File: src/rtl/POLI_types_pkg.sv
// Shared POLI types: CRC register offsets, CONTROL/STATUS bit indices,
// the CRC engine state type and a byte bit-reversal helper.
package POLI_types_pkg;

  localparam logic [31:0] CRC_CONTROL_ADDR = 32'h0000_0018;
  localparam logic [31:0] CRC_STATUS_ADDR  = 32'h0000_001C;
  localparam logic [31:0] CRC_INPUT_ADDR   = 32'h0000_0020;
  localparam logic [31:0] CRC_OUTPUT_ADDR  = 32'h0000_0024;
  localparam logic [31:0] CRC_INPUT8_ADDR  = 32'h0000_0028;

  localparam int CTRL_CLEAR_BIT   = 0;
  localparam int CTRL_REFLECT_BIT = 1;
  localparam int CTRL_IRQ_EN_BIT  = 2;

  localparam int STAT_BUSY_BIT    = 0;
  localparam int STAT_PENDING_BIT = 1;
  localparam int STAT_DONE_BIT    = 2;
  localparam int STAT_OVERRUN_BIT = 3;

  typedef enum logic {
    IDLE = 1'b0,
    RUN  = 1'b1
  } crc_state_t;

  function automatic logic [7:0] rev8(input logic [7:0] b);
    logic [7:0] r;
    r = 8'h00;
    for (int i = 0; i < 8; i++) begin
      r[i] = b[7-i];
    end
    return r;
  endfunction

endpackage

File: src/rtl/poli_crc_engine_if.sv
// Simple POLI register bus as seen by the CRC peripheral.
interface poli_crc_engine_if;
  logic [31:0] addr;
  logic        wen;
  logic        ren;
  logic [31:0] wdata;
  logic [31:0] rdata;
  logic        irq;

  modport master (output addr, output wen, output ren, output wdata,
                  input rdata, input irq);
  modport slave  (input addr, input wen, input ren, input wdata,
                  output rdata, output irq);
endinterface

File: src/rtl/poli_crc_step.sv
// Combinational CRC advance: BITS_PER_CYCLE serial MSB-first LFSR steps.
// bits_i[BITS_PER_CYCLE-1] is consumed first.
module poli_crc_step #(
  parameter int          CRC_WIDTH      = 32,
  parameter int          BITS_PER_CYCLE = 1,
  parameter logic [31:0] POLY           = 32'h04C11DB7
) (
  input  logic [CRC_WIDTH-1:0]      crc_i,
  input  logic [BITS_PER_CYCLE-1:0] bits_i,
  output logic [CRC_WIDTH-1:0]      crc_o
);

  always_comb begin
    logic [CRC_WIDTH-1:0] c;
    logic                 fb;
    c  = crc_i;
    fb = 1'b0;
    for (int i = BITS_PER_CYCLE - 1; i >= 0; i--) begin
      fb = c[CRC_WIDTH-1] ^ bits_i[i];
      c  = {c[CRC_WIDTH-2:0], 1'b0} ^ ({CRC_WIDTH{fb}} & POLY[CRC_WIDTH-1:0]);
    end
    crc_o = c;
  end

endmodule

File: src/rtl/poli_crc_engine.sv
// Register-mapped CRC peripheral: address decode, CONTROL/STATUS, one-entry
// holding buffer, shift counter and IDLE/RUN sequencer around poli_crc_step.
module poli_crc_engine
  import POLI_types_pkg::*;
#(
  parameter int          CRC_WIDTH      = 32,
  parameter logic [31:0] POLY           = 32'h04C11DB7,
  parameter logic [31:0] INIT           = 32'hFFFFFFFF,
  parameter logic [31:0] XOR_OUT        = 32'hFFFFFFFF,
  parameter int          BITS_PER_CYCLE = 1,
  parameter logic [31:0] BASE_ADDR      = 32'h00ff0000
) (
  input  logic        clk,
  input  logic        rst,
  poli_crc_engine_if.slave bus
);

  localparam logic [31:0] A_CTRL = BASE_ADDR + CRC_CONTROL_ADDR;
  localparam logic [31:0] A_STAT = BASE_ADDR + CRC_STATUS_ADDR;
  localparam logic [31:0] A_IN   = BASE_ADDR + CRC_INPUT_ADDR;
  localparam logic [31:0] A_OUT  = BASE_ADDR + CRC_OUTPUT_ADDR;
  localparam logic [31:0] A_IN8  = BASE_ADDR + CRC_INPUT8_ADDR;
  localparam logic [5:0]  WORD_CNT = 6'(32 / BITS_PER_CYCLE);
  localparam logic [5:0]  BYTE_CNT = 6'(8 / BITS_PER_CYCLE);

  crc_state_t           state_q, state_d;
  logic [CRC_WIDTH-1:0] crc_q, crc_d, crc_step_s, crc_rev_s, out_s;
  logic [31:0]          shift_q, shift_d;
  logic [5:0]           cnt_q, cnt_d;
  logic                 buf_full_q, buf_full_d, buf_byte_q, buf_byte_d;
  logic [31:0]          buf_data_q, buf_data_d;
  logic                 reflect_q, reflect_d, irq_en_q, irq_en_d;
  logic                 done_q, done_d, overrun_q, overrun_d;
  logic [31:0]          rdata_q, rdata_d;
  logic                 irq_q;

  logic wr_ctrl_s, wr_stat_s, wr_in_s, wr_in8_s, item_wr_s, clear_s, start_s;
  logic [31:0] src_data_s;
  logic        src_byte_s;

  // Byte0 enters the stream first; REFLECT feeds each byte LSB-first.
  function automatic logic [31:0] make_stream(input logic [31:0] d,
                                              input logic is_byte,
                                              input logic refl);
    logic [31:0] s;
    logic [7:0]  b;
    s = 32'h0000_0000;
    for (int i = 0; i < 4; i++) begin
      b = refl ? rev8(d[8*i +: 8]) : d[8*i +: 8];
      if (!is_byte || i == 0) begin
        s[31-8*i -: 8] = b;
      end
    end
    return s;
  endfunction

  assign wr_ctrl_s = bus.wen && (bus.addr == A_CTRL);
  assign wr_stat_s = bus.wen && (bus.addr == A_STAT);
  assign wr_in_s   = bus.wen && (bus.addr == A_IN);
  assign wr_in8_s  = bus.wen && (bus.addr == A_IN8);
  assign item_wr_s = wr_in_s || wr_in8_s;
  assign clear_s   = wr_ctrl_s && bus.wdata[CTRL_CLEAR_BIT];

  // A new item always comes from the buffer when it holds one.
  assign src_data_s = buf_full_q ? buf_data_q : bus.wdata;
  assign src_byte_s = buf_full_q ? buf_byte_q : wr_in8_s;

  poli_crc_step #(
    .CRC_WIDTH      (CRC_WIDTH),
    .BITS_PER_CYCLE (BITS_PER_CYCLE),
    .POLY           (POLY)
  ) u_step (
    .crc_i  (crc_q),
    .bits_i (shift_q[31 -: BITS_PER_CYCLE]),
    .crc_o  (crc_step_s)
  );

  always_comb begin
    for (int i = 0; i < CRC_WIDTH; i++) begin
      crc_rev_s[i] = crc_q[CRC_WIDTH-1-i];
    end
  end

  assign out_s = (reflect_q ? crc_rev_s : crc_q) ^ XOR_OUT[CRC_WIDTH-1:0];

  always_comb begin
    state_d    = state_q;
    crc_d      = crc_q;
    shift_d    = shift_q;
    cnt_d      = cnt_q;
    buf_full_d = buf_full_q;
    buf_data_d = buf_data_q;
    buf_byte_d = buf_byte_q;
    reflect_d  = reflect_q;
    irq_en_d   = irq_en_q;
    done_d     = done_q;
    overrun_d  = overrun_q;
    rdata_d    = rdata_q;
    start_s    = 1'b0;

    if (wr_ctrl_s) begin
      reflect_d = bus.wdata[CTRL_REFLECT_BIT];
      irq_en_d  = bus.wdata[CTRL_IRQ_EN_BIT];
    end
    // W1C first so that hardware sets below take precedence.
    if (wr_stat_s) begin
      done_d    = done_q    & ~bus.wdata[STAT_DONE_BIT];
      overrun_d = overrun_q & ~bus.wdata[STAT_OVERRUN_BIT];
    end

    if (clear_s) begin
      crc_d      = INIT[CRC_WIDTH-1:0];
      state_d    = IDLE;
      buf_full_d = 1'b0;
      cnt_d      = 6'd0;
      shift_d    = 32'h0000_0000;
    end else begin
      case (state_q)
        IDLE: begin
          if (buf_full_q || item_wr_s) begin
            start_s    = 1'b1;
            buf_full_d = buf_full_q && item_wr_s;
          end
        end
        RUN: begin
          crc_d   = crc_step_s;
          shift_d = shift_q << BITS_PER_CYCLE;
          cnt_d   = cnt_q - 6'd1;
          if (cnt_q == 6'd1) begin
            if (buf_full_q) begin
              start_s    = 1'b1;
              buf_full_d = item_wr_s;
            end else begin
              state_d    = IDLE;
              done_d     = 1'b1;
              buf_full_d = item_wr_s;
            end
          end else if (item_wr_s) begin
            if (buf_full_q) begin
              overrun_d = 1'b1;
            end else begin
              buf_full_d = 1'b1;
            end
          end
        end
        default: begin
          state_d = IDLE;
        end
      endcase

      if (start_s) begin
        state_d = RUN;
        shift_d = make_stream(src_data_s, src_byte_s, reflect_q);
        cnt_d   = src_byte_s ? BYTE_CNT : WORD_CNT;
      end
      // Capture the incoming item whenever the buffer is (re)filled by it.
      if (item_wr_s && buf_full_d && !(buf_full_q && !start_s)) begin
        buf_data_d = bus.wdata;
        buf_byte_d = wr_in8_s;
      end
    end

    if (bus.ren) begin
      case (bus.addr)
        A_CTRL:  rdata_d = {29'd0, irq_en_q, reflect_q, 1'b0};
        A_STAT:  rdata_d = {28'd0, overrun_q, done_q, buf_full_q, (state_q == RUN)};
        A_OUT:   rdata_d = 32'(out_s);
        default: rdata_d = 32'h0000_0000;
      endcase
    end
  end

  // State registers with synchronous reset.
  always_ff @(posedge clk) begin
    if (rst) begin
      state_q    <= IDLE;
      crc_q      <= INIT[CRC_WIDTH-1:0];
      shift_q    <= 32'h0000_0000;
      cnt_q      <= 6'd0;
      buf_full_q <= 1'b0;
      buf_data_q <= 32'h0000_0000;
      buf_byte_q <= 1'b0;
      reflect_q  <= 1'b0;
      irq_en_q   <= 1'b0;
      done_q     <= 1'b0;
      overrun_q  <= 1'b0;
      rdata_q    <= 32'h0000_0000;
      irq_q      <= 1'b0;
    end else begin
      state_q    <= state_d;
      crc_q      <= crc_d;
      shift_q    <= shift_d;
      cnt_q      <= cnt_d;
      buf_full_q <= buf_full_d;
      buf_data_q <= buf_data_d;
      buf_byte_q <= buf_byte_d;
      reflect_q  <= reflect_d;
      irq_en_q   <= irq_en_d;
      done_q     <= done_d;
      overrun_q  <= overrun_d;
      rdata_q    <= rdata_d;
      irq_q      <= done_d && irq_en_d;
    end
  end

  assign bus.rdata = rdata_q;
  assign bus.irq   = irq_q;

endmodule

File: src/flat_wrapper.sv
// flat-port wrapper written by rule: the top's interface ports become plain ports
module poli_crc_engine_flat import POLI_types_pkg::*;
#(
  parameter int          CRC_WIDTH      = 32,
  parameter logic [31:0] POLY           = 32'h04C11DB7,
  parameter logic [31:0] INIT           = 32'hFFFFFFFF,
  parameter logic [31:0] XOR_OUT        = 32'hFFFFFFFF,
  parameter int          BITS_PER_CYCLE = 1,
  parameter logic [31:0] BASE_ADDR      = 32'h00ff0000
)
  (clk, rst, bus_addr, bus_wen, bus_ren, bus_wdata, bus_rdata, bus_irq);
  poli_crc_engine_if bus_i ();
  input  logic clk;
  input  logic rst;
  input wire logic [$bits(bus_i.addr)-1:0] bus_addr;
  input wire logic [$bits(bus_i.wen)-1:0] bus_wen;
  input wire logic [$bits(bus_i.ren)-1:0] bus_ren;
  input wire logic [$bits(bus_i.wdata)-1:0] bus_wdata;
  output wire logic [$bits(bus_i.rdata)-1:0] bus_rdata;
  output wire logic [$bits(bus_i.irq)-1:0] bus_irq;
  assign bus_i.addr = bus_addr;
  assign bus_i.wen = bus_wen;
  assign bus_i.ren = bus_ren;
  assign bus_i.wdata = bus_wdata;
  assign bus_rdata = bus_i.rdata;
  assign bus_irq = bus_i.irq;
  poli_crc_engine #(.CRC_WIDTH(CRC_WIDTH), .POLY(POLY), .INIT(INIT), .XOR_OUT(XOR_OUT), .BITS_PER_CYCLE(BITS_PER_CYCLE), .BASE_ADDR(BASE_ADDR)) u_core (.clk(clk), .rst(rst), .bus(bus_i));
endmodule
File: config.mk
export PLATFORM = sky130hd
export DESIGN_NAME = poli_crc_engine_flat
export DESIGN_NICKNAME = d
export VERILOG_FILES = /design/src/rtl/POLI_types_pkg.sv /design/src/rtl/poli_crc_engine_if.sv /design/src/rtl/poli_crc_step.sv /design/src/rtl/poli_crc_engine.sv /design/src/flat_wrapper.sv
export SDC_FILE = /design/constraint.sdc
export NUM_CORES = 1
export LEC_CHECK = 0
export CORE_UTILIZATION = 49
export CTS_CLUSTER_SIZE = 24
export DETAILED_ROUTE_END_ITERATION = 8
export GPL_ROUTABILITY_DRIVEN = 0
export GPL_TIMING_DRIVEN = 0
export PLACE_DENSITY = 0.76
export REMOVE_ABC_BUFFERS = 1
export SYNTH_ARGS = -nofsm -noshare
export SYNTH_HDL_FRONTEND = slang
export SYNTH_SLANG_ARGS = --single-unit
File: constraint.sdc
create_clock -name clk -period 3 [get_ports clk]
set_input_delay 0.9 -clock clk [delete_from_list [all_inputs] [get_ports clk]]
set_output_delay 0.9 -clock clk [all_outputs]
set_load 0.01 [all_outputs]
=== After elaboration in Yosys (flattened, before gate mapping) ===
Cells that the tools add are included.

* Add/sub/neg operators: 1
* Multipliers: 0
* Div/mod/pow operators: 0
* Magnitude comparators: 0
* Equal/unequal tests: 6
* Shift-type cells: 0
* Mux-type cells: 41
* Bitwise logic cells: 9
* Reductions and logical operators: 17

{| class="wikitable"
|+ Operator list
! operator !! number
|-
| 32-bit by 24-bit == test with 1-bit output (second input constant) || 5
|-
| 32-bit two-way mux || 4
|-
| 32-bit case mux with 3 select lines || 1
|-
| 8-bit two-way mux || 7
|-
| 32-bit inverter || 1
|-
| 32-bit by 27-bit bitwise XOR with 32-bit output || 1
|-
| 1-bit two-way mux || 24
|-
| 6-bit two-way mux || 3
|-
| 1-bit logical AND || 10
|-
| 6-bit by 1-bit == test with 1-bit output (second input constant) || 1
|-
| 6-bit by 1-bit subtractor with 6-bit output (second input constant) || 1
|-
| 1-bit inverter || 4
|-
| 1-bit case mux with 2 select lines || 2
|-
| 1-bit AND || 2
|-
| 1-bit logical NOT || 2
|-
| 1-bit logical OR || 2
|-
| 2-bit AND reduction || 1
|-
| 2-bit nonzero test || 1
|-
| 2-bit OR reduction || 1
|-
| 1-bit bitwise XOR || 1
|}

* Register bits: 142
* Bits in latches: 0
* Memory bits (writable): 0
* Memory bits (read-only): 0
* Bits of input ports: 68
* Output and inout bits: 33
* Logic and storage cells: 87
* Memories kept: 0

=== Longest topological paths before layout ===
Gate-level depths: netlist of run 1.

* Depth in word-level cells: 12
* Gate-level depth with buffers: 8

=== Hierarchy ===
Synthesis of run 1 repeated with hierarchy kept, for this count alone.

* Cells, all modules: 743
* Area, all modules: 7327.0 µm²

{| class="wikitable"
|+ Modules (own cells, without submodules)
! module !! times used !! cells an instance !! area each (µm²)
|-
| poli_crc_engine || 1 || 708 || 6825.3
|-
| poli_crc_step || 1 || 35 || 501.7
|}

=== Least setup slack after synthesis of run 1 ===
Ideal clock, no wire load.

* Path kind: in2reg
* Start point: input bus_addr[26]
* End point: register u_core.shift_q[11]
* Data arrival time: 2.798 ns
* Setup slack: 0.070 ns
* Stages on the path: 7
* Path buffers: 2
* Cell sequence: or4_1 nor4_1 or3b_1 clkbuf_1 clkbuf_1 a32oi_1 a21oi_1

* Cells in the longest elaborated chain, start to end: 8
* Elaborated cells on any way between the ends: 17
* Those cells by class: eq/ne (3); mux (6); reduce/logical (8)

{| class="wikitable"
|+ Ends and longest elaborated chain
! item !! line !! source
|-
| start, declared || flat_wrapper.sv:15 || <nowiki>input wire logic [$bits(bus_i.addr)-1:0] bus_addr;</nowiki>
|-
| 32-bit by 24-bit == test with 1-bit output, on equally long branches || poli_crc_engine.sv:59, poli_crc_engine.sv:60 ||
|-
| 1-bit logical AND, on equally long branches || poli_crc_engine.sv:59, poli_crc_engine.sv:60 ||
|-
| 1-bit logical OR || poli_crc_engine.sv:61 || <nowiki>assign item_wr_s = wr_in_s || wr_in8_s;</nowiki>
|-
| 1-bit logical OR || poli_crc_engine.sv:120 || <nowiki>if (buf_full_q || item_wr_s) begin</nowiki>
|-
| 1-bit two-way mux || poli_crc_engine.sv:120 ||
|-
| 1-bit case mux with 2 select lines || poli_crc_engine.sv:118 || <nowiki>case (state_q)</nowiki>
|-
| 1-bit two-way mux || poli_crc_engine.sv:111 || <nowiki>if (clear_s) begin</nowiki>
|-
| 32-bit two-way mux / 2-bit nonzero test (equally long branches) || -- ||
|-
| end signal, assigned || poli_crc_engine.sv:192 || <nowiki>shift_q <= shift_d;</nowiki>
|-
| end, declared || poli_crc_engine.sv:28 || <nowiki>logic [31:0] shift_q, shift_d;</nowiki>
|}

Parallel ways exist; a longest one is shown, timed or not. The select of a mux whose other input is x is not followed.
A chain may end at the register's enable or synchronous reset.

=== Final worst setup path of run 1 ===
* Start point: input bus_addr[30]
* End point: register u_core.shift_q[9]

Same word-level chain as after synthesis.

==> out/qor.csv, run 1 <==
metric;value;unit
status;completed;
Synth Flop Type;dfxtp_1;
Mapped Area;0.00696;mm^2
Avg Inst Size Synth;9.31;um^2
final hold violation count;0;
sequential area share after synthesis;40.8;%
setup TNS;0;ns
Sink Count;142;
Reg2Reg Depth;7;
R2R Path End;u_core.buf_data_q[20]$_SDFFE_PP0P_;
Slew @ Worst Pin;1.01;ns
post-route cell area;0.00925;mm^2
Arr. time, crit path;3.30;ns
Via-to-Cell Ratio;6.58;
Initial Util;50.2;%
FMAX;334;MHz
Crit Path Category;in -> reg;
Area Overhead vs Synth;32.8;%
Post-DP HPWL;11700;um
antenna violations before repair;0;
CP Launch Point;bus_addr[30];
minimum clock period;2.99;ns
DP Area;0.00812;mm^2
synthesized netlist cell count;748;
Longest Clk Path Bufs;2;
max-cap violations;0;
number of top-level pins;101;
pins over their slew limit;0;
Non-Filler Instances;1034;
crit end category;flip-flop;
first-pass GRT wire length;31500;um
combined area of the multi-input logic cells;0.00405;mm^2
Final Cycle Share;99.8;%
Core Area;0.0139;mm^2
H-tree Lvls;4;
leakage power;3.18;nW
row cnt;43;
number of global-route vias before repair;6442;
CTS clock-pin slew for the worst setup and hold paths;0.06;ns
clk_skew;0.00694;ns
Area contributors post-synth;dfxtp_1 41%, mux4_2 10%, mux2i_1 7.2%;
Routed Antenna Nets;0;
Placed Instances;970;
Clock Latency Late Sink;0.43;ns
Slew Limit Headroom;32.4;%
final worst setup slack;0.00568;ns
post-synth top area share;40.8;%
CTS tree;built;
Pwr Density;444;mW/mm^2
WP data required;3.30;ns
async set-reset flop share out of synthesis;0;%
Yosys reg bits;142;
worst min-delay path class;reg -> reg;
DR vias;6807;
Initial DRT Pass Iterations;6;
FF-to-FF setup slack;0.20;ns
total gr overflow;0;
DRC errors left;0;
layout cell share with drive strength beyond 1;16.3;%
cts hold-fix bufs;0;
register area;0.00285;mm^2
Startpoint Class;primary input;
Num CTS Buffers;17;
CTS root buf;clkbuf_16;
die area;0.0147;mm^2
dpl ws;-1.02;ns
max incr delay on CP;0.52;ns
worst setup path endpoint;u_core.shift_q[9]$_SDFFE_PP0P_;
Initial DRC Count;635;
Nets;911;
Post-synth EDFFs;0;
final setup fails;0;
slowest stage cell on the critical path;or3b_4;
wire per inst;20.9;um
Total GRT Usage;27.4;%
CP Cell Sequence;clkdlybuf4s50_1, or4_4, nor4_4, or3b_4, clkbuf_16, a32oi_1, a21oi_1;
Die Span Y;121;um
fillers;984;
worst r2r src;u_core.cnt_q[1]$_SDFFE_PP0P_;
Ant. Diodes;0;
Port Buffers;100;
Synth area leader;dfxtp_1;
worst-path fanout max;10;
Final Routed Wirelength;21600;um
Die Wd;121;um
largest net degree at the start of global routing;49;
Synth cell types;56;
peak supply drop;0.000325;V
yosys warns;0;
## cells in the final DEF (no fill, tap or decap), types with 16 or more instances in the layout
master,count
nand2_1,56
o31ai_1,16
mux2i_1,50
nand3_1,43
a21oi_1,53
a22oi_1,28
clkdlybuf4s50_1,93
nor2_1,53
o21ai_0,74
mux4_2,32
buf_4,16
dfxtp_1,139
clkbuf_16,20
## flip-flops by register name, summed over array words and instances, names as in the netlist
register and count:
u_core.irq_en_q 1, u_core.bus.rdata 32, u_core.cnt_q 6, u_core.bus.irq 1, u_core.crc_q 32, u_core.overrun_q 1
u_core.state_q 1, u_core.shift_q 32, u_core.done_q 1, u_core.buf_full_q 1, u_core.reflect_q 1, u_core.buf_data_q 32
u_core.buf_byte_q 1
## power by group
group / switching (mW) / internal (mW)
Sequential: 0.000000000518 / 1.88
Clock: 0.844 / 1.16
Combinational: 0.0972 / 0.118
Total: 0.941 / 3.16
## critical path: cells and delay by family
family | cells | cell delay [ns]
AOI/OAI and AO/OA | 2 | 0.41
and+or+nand+nor | 3 | 1.36
buffers and inverters | 2 | 0.61
## cells in the mapped netlist (all sizes together), types with 14 or more instances
| master | count |
|---|---|
| a21oi | 54 |
| a22oi | 28 |
| a32oi | 15 |
| buf | 24 |
| clkbuf | 44 |
| dfxtp | 142 |
| inv | 14 |
| mux2i | 50 |
| mux4 | 32 |
| nand2 | 56 |
| nand3 | 43 |
| nor2 | 54 |
| o21ai | 75 |
| o31ai | 16 |
## kinds of logic (layout without fill, tap and decap cells)
family	after synthesis	count (layout)	synth area share, %
AO/OA/AOI/OAI	231	235	20.7
AND/OR/NAND/NOR	192	195	13.6
flip-flops	142	142	40.8
multiplexers	85	85	18.0
buffers and inverters	82	181	4.67
XOR/XNOR	14	14	1.76
adder cells (fa/ha/maj)	2	2	0.359
## stage by stage
step	utilization (%)	power (mW)	hold slack, ns
after CTS	65.2	4.10	0.473
final	66.6	4.10	0.474
after detailed placement	58.5	2.12	0.467
after global routing	66.6	4.19	0.494
after global placement	57.0	2.11	0.462
after floorplan	-	1.99	0.444
## routing by layer
layer / track usage [%] / part of all wire, % / vias to the layer above
met2: 44.7 / 48 / 390
met5: 0 / 0 / -
met4: 12.8 / 3.5 / 0
met1: 33.7 / 40 / 3327
met3: 7.10 / 8.9 / 80
li1: - / - / 3010
## area by class of cell
class,count,share of cell area (%)
timing repair buffer,135,16.3
clock inverter,13,1.29
sequential,142,30.8
clock buffer,19,4.79
inverter,14,0.568
multi-input combinational,531,43.8
tap,180,2.44
## how the worst min path moves through the flow
stage	cells past startpoint	end	from
5_1_grt	2	u_core.shift_q[0]$_SDFFE_PP0P_	u_core.shift_q[0]$_SDFFE_PP0P_
4_1_cts	2	u_core.shift_q[0]$_SDFFE_PP0P_	u_core.shift_q[0]$_SDFFE_PP0P_
3_5_place_dp	2	u_core.shift_q[0]$_SDFFE_PP0P_	u_core.shift_q[0]$_SDFFE_PP0P_
2_1_floorplan	2	u_core.buf_byte_q$_SDFFE_PP0P_	u_core.buf_byte_q$_SDFFE_PP0P_
3_3_place_gp	2	u_core.buf_data_q[4]$_SDFFE_PP0P_	u_core.buf_data_q[4]$_SDFFE_PP0P_
6_report	2	u_core.shift_q[0]$_SDFFE_PP0P_	u_core.shift_q[0]$_SDFFE_PP0P_
## what timing repair did
item,CTS,global route
resized for setup,25,14
gates cloned,7,5
pin swaps,16,9
setup endpoints to repair,137,136
buffers inserted,17,3
(Power assumes the default switching activity.)
==> run 2: changes to the inputs <==
--- a/config.mk
+++ b/config.mk
@@ -5,12 +5,12 @@
 export SDC_FILE = /design/constraint.sdc
 export NUM_CORES = 1
 export LEC_CHECK = 0
-export CORE_UTILIZATION = 49
+export ABC_AREA = 1
+export CORE_UTILIZATION = 40
 export CTS_CLUSTER_SIZE = 24
 export DETAILED_ROUTE_END_ITERATION = 8
 export GPL_ROUTABILITY_DRIVEN = 0
 export GPL_TIMING_DRIVEN = 0
-export PLACE_DENSITY = 0.76
 export REMOVE_ABC_BUFFERS = 1
 export SYNTH_ARGS = -nofsm -noshare
 export SYNTH_HDL_FRONTEND = slang
==> out/qor.csv, run 2 <==
metric;value;unit
number of top-level pins;101;
most used cell, CP;nor2_2;
clock power share;55.8;%
synthesized netlist cell count;1106;
die area;0.0186;mm^2
Area contributors post-synth;dfxtp_1 39%, nand2_1 16%, o21ai_0 8.8%;
peak supply drop;0.000400;V
Via-to-Cell Ratio;4.83;
final hold slack;0.452;ns
Ant. Diodes;0;
Synth Flop Type;dfxtp_1;
FMAX;363;MHz
Synth cell types;34;
Internal;3.83;mW
Synth area leader;dfxtp_1;
Initial DRC Count;439;
Num CTS Buffers;17;
crit end category;flip-flop;
max incr delay on CP;0.48;ns
async set-reset flop share out of synthesis;0;%
minimum clock period;2.76;ns
WP data required;3.30;ns
dpl ws;-1.27;ns
worst min-delay path class;reg -> reg;
Post-DP HPWL;11000;um
number of global-route vias before repair;6159;
Die Span Y;136;um
most frequent cell after synthesis;nand2_1;
Placed Instances;1368;
layout cell share with drive strength beyond 1;5.94;%
Sink Count;142;
CTS root buf;clkbuf_16;
Slew @ Worst Pin;0.866;ns
pins over their slew limit;0;
sequential share of power;39.8;%
largest net degree at the start of global routing;92;
yosys warns;0;
worst-path fanout max;43;
final hold violation count;0;
Initial Util;41.3;%
antenna violations before repair;0;
DP Area;0.00825;mm^2
post-route cell area;0.00906;mm^2
Routed Antenna Nets;0;
combinational share of power;4.4;%
Crit Path Category;in -> reg;
Area Overhead vs Synth;25.6;%
Slew Limit Headroom;42.3;%
Net Sw Power;0.908;mW
Initial DRT Pass Iterations;4;
max-cap violations;0;
final worst setup slack;0.243;ns
CTS tree;built;
Final Cycle Share;91.9;%
sequential area share after synthesis;39.4;%
commonest non-fill, non-tap cell in the layout;nand2_1;
DRC errors left;0;
Yosys reg bits;142;
Arr. time, crit path;3.06;ns
Total GRT Usage;19.2;%
final setup fails;0;
cts hold-fix bufs;0;
row cnt;48;
CTS clock-pin slew for the worst setup and hold paths;0.06;ns
Post-synth EDFFs;0;
wire per inst;11.8;um
Sw Ratio;19.2;%
most frequent cells in the layout;311 x nand2_1, 140 x dfxtp_1, 127 x o21ai_0;
Final Routed Wirelength;16600;um
DR vias;6780;
H-tree Lvls;4;
Layout Utilization;51.8;%
Startpoint Class;primary input;
Non-Filler Instances;1404;
total gr overflow;0;
most frequent cells after synthesis;313 x nand2_1, 142 x dfxtp_1, 127 x o21ai_0;
setup TNS;0;ns
status;completed;
first-pass GRT wire length;28800;um
Mapped Area;0.00721;mm^2
Pwr Density;523;mW/mm^2
Nets;1236;
Avg Inst Size Synth;6.52;um^2
total power;4.74;mW
RSZ-0062 raised after global routing;no;
leakage power;3.83;nW
Die Wd;136;um
clk_skew;0.00623;ns
Port Buffers;100;
CP Cell Sequence;clkdlybuf4s50_1, nand2_1, nor2_2, nand4_1, nor2_2, nand3_1, nand2_8, inv_4, o21ai_0, a21oi_1;
slowest stage cell on the critical path;clkdlybuf4s50_1;
Clock Latency Late Sink;0.42;ns
Longest Clk Path Bufs;2;
Core Area;0.0175;mm^2
post-synth top area share;39.4;%
fillers;1800;
run 2: cell count changes after synthesis, moves of 32 or more:
cell / change
nand2_1: +257
mux4_2: -32
o21ai_0: +53
nor2_1: +40
mux2i_1: -46
a21oi_1: +40
inv_1: +108
run 2: final cells by class:
cell class | instances | area, um^2 | area share [%]
multi-input cells | 767 | 3580 | 39.5
inverters | 128 | 483 | 5.33
repair buffers | 110 | 1120 | 12.3
clock buffers | 22 | 494 | 5.45
well taps | 225 | 282 | 3.11
flip-flops and latches | 142 | 2850 | 31.4
clock inverters | 10 | 253 | 2.79
run 2: layer usage:
| layer | routed length [um] | vias to the layer above | GRT usage (%) | share of wire, % |
|---|---|---|---|---|
| met2 | 7900 | 99 | 32.5 | 48 |
| met4 | 139 | 0 | 5.00 | 0.84 |
| met5 | 0 | - | 0 | 0 |
| li1 | - | 3664 | - | - |
| met1 | 8100 | 3005 | 24.5 | 49 |
| met3 | 478 | 12 | 4.29 | 2.9 |
run 2: worst max-delay path, delay by kind of cell:
family	cells	cell delay, ns
and+or+nand+nor	6	1.20
buffers and inverters	2	0.71
AOI/OAI and AO/OA	2	0.22
run 2: kinds of logic after synthesis:
group | synth area share, %
adders and majority gates | 0.347
and+or+nand+nor | 28.3
DFF | 39.4
AOI/OAI and AO/OA | 19.6
buffers and inverters | 11.4
xor gates and xnor gates | 0.486
muxes | 0.555
run 2: final timing paths:
| check | startpoint | end | slack, ns | depth (start not counted) |
|---|---|---|---|---|
| worst max-delay path | bus_addr[17] | u_core.shift_q[7]$_SDFFE_PP0P_ | 0.24 | 10 |
| worst min-delay path | u_core.buf_data_q[7]$_SDFFE_PP0P_ | u_core.buf_data_q[7]$_SDFFE_PP0P_ | 0.45 | 2 |
| worst max register to register | u_core.state_q$_SDFF_PP0_ | u_core.shift_q[24]$_SDFFE_PP0P_ | 0.45 | 8 |
| worst min register to register | u_core.buf_data_q[7]$_SDFFE_PP0P_ | u_core.buf_data_q[7]$_SDFFE_PP0P_ | 0.45 | 2 |
run 2: timing repair:
item	CTS	global route
pin swaps	0	1
gates resized for setup	3	5
endpoints found under the setup margin	52	81
buffers inserted	0	4
run 2: power groups by stage:
stage	logic (mW)	clock network [mW]	registers, mW
2_1_floorplan	0.0744	0	1.93
3_3_place_gp	0.204	0	1.93
3_5_place_dp	0.208	0	1.93
4_1_cts	0.210	2.70	1.88
5_1_grt	0.234	2.76	1.88
6_report	0.208	2.65	1.88
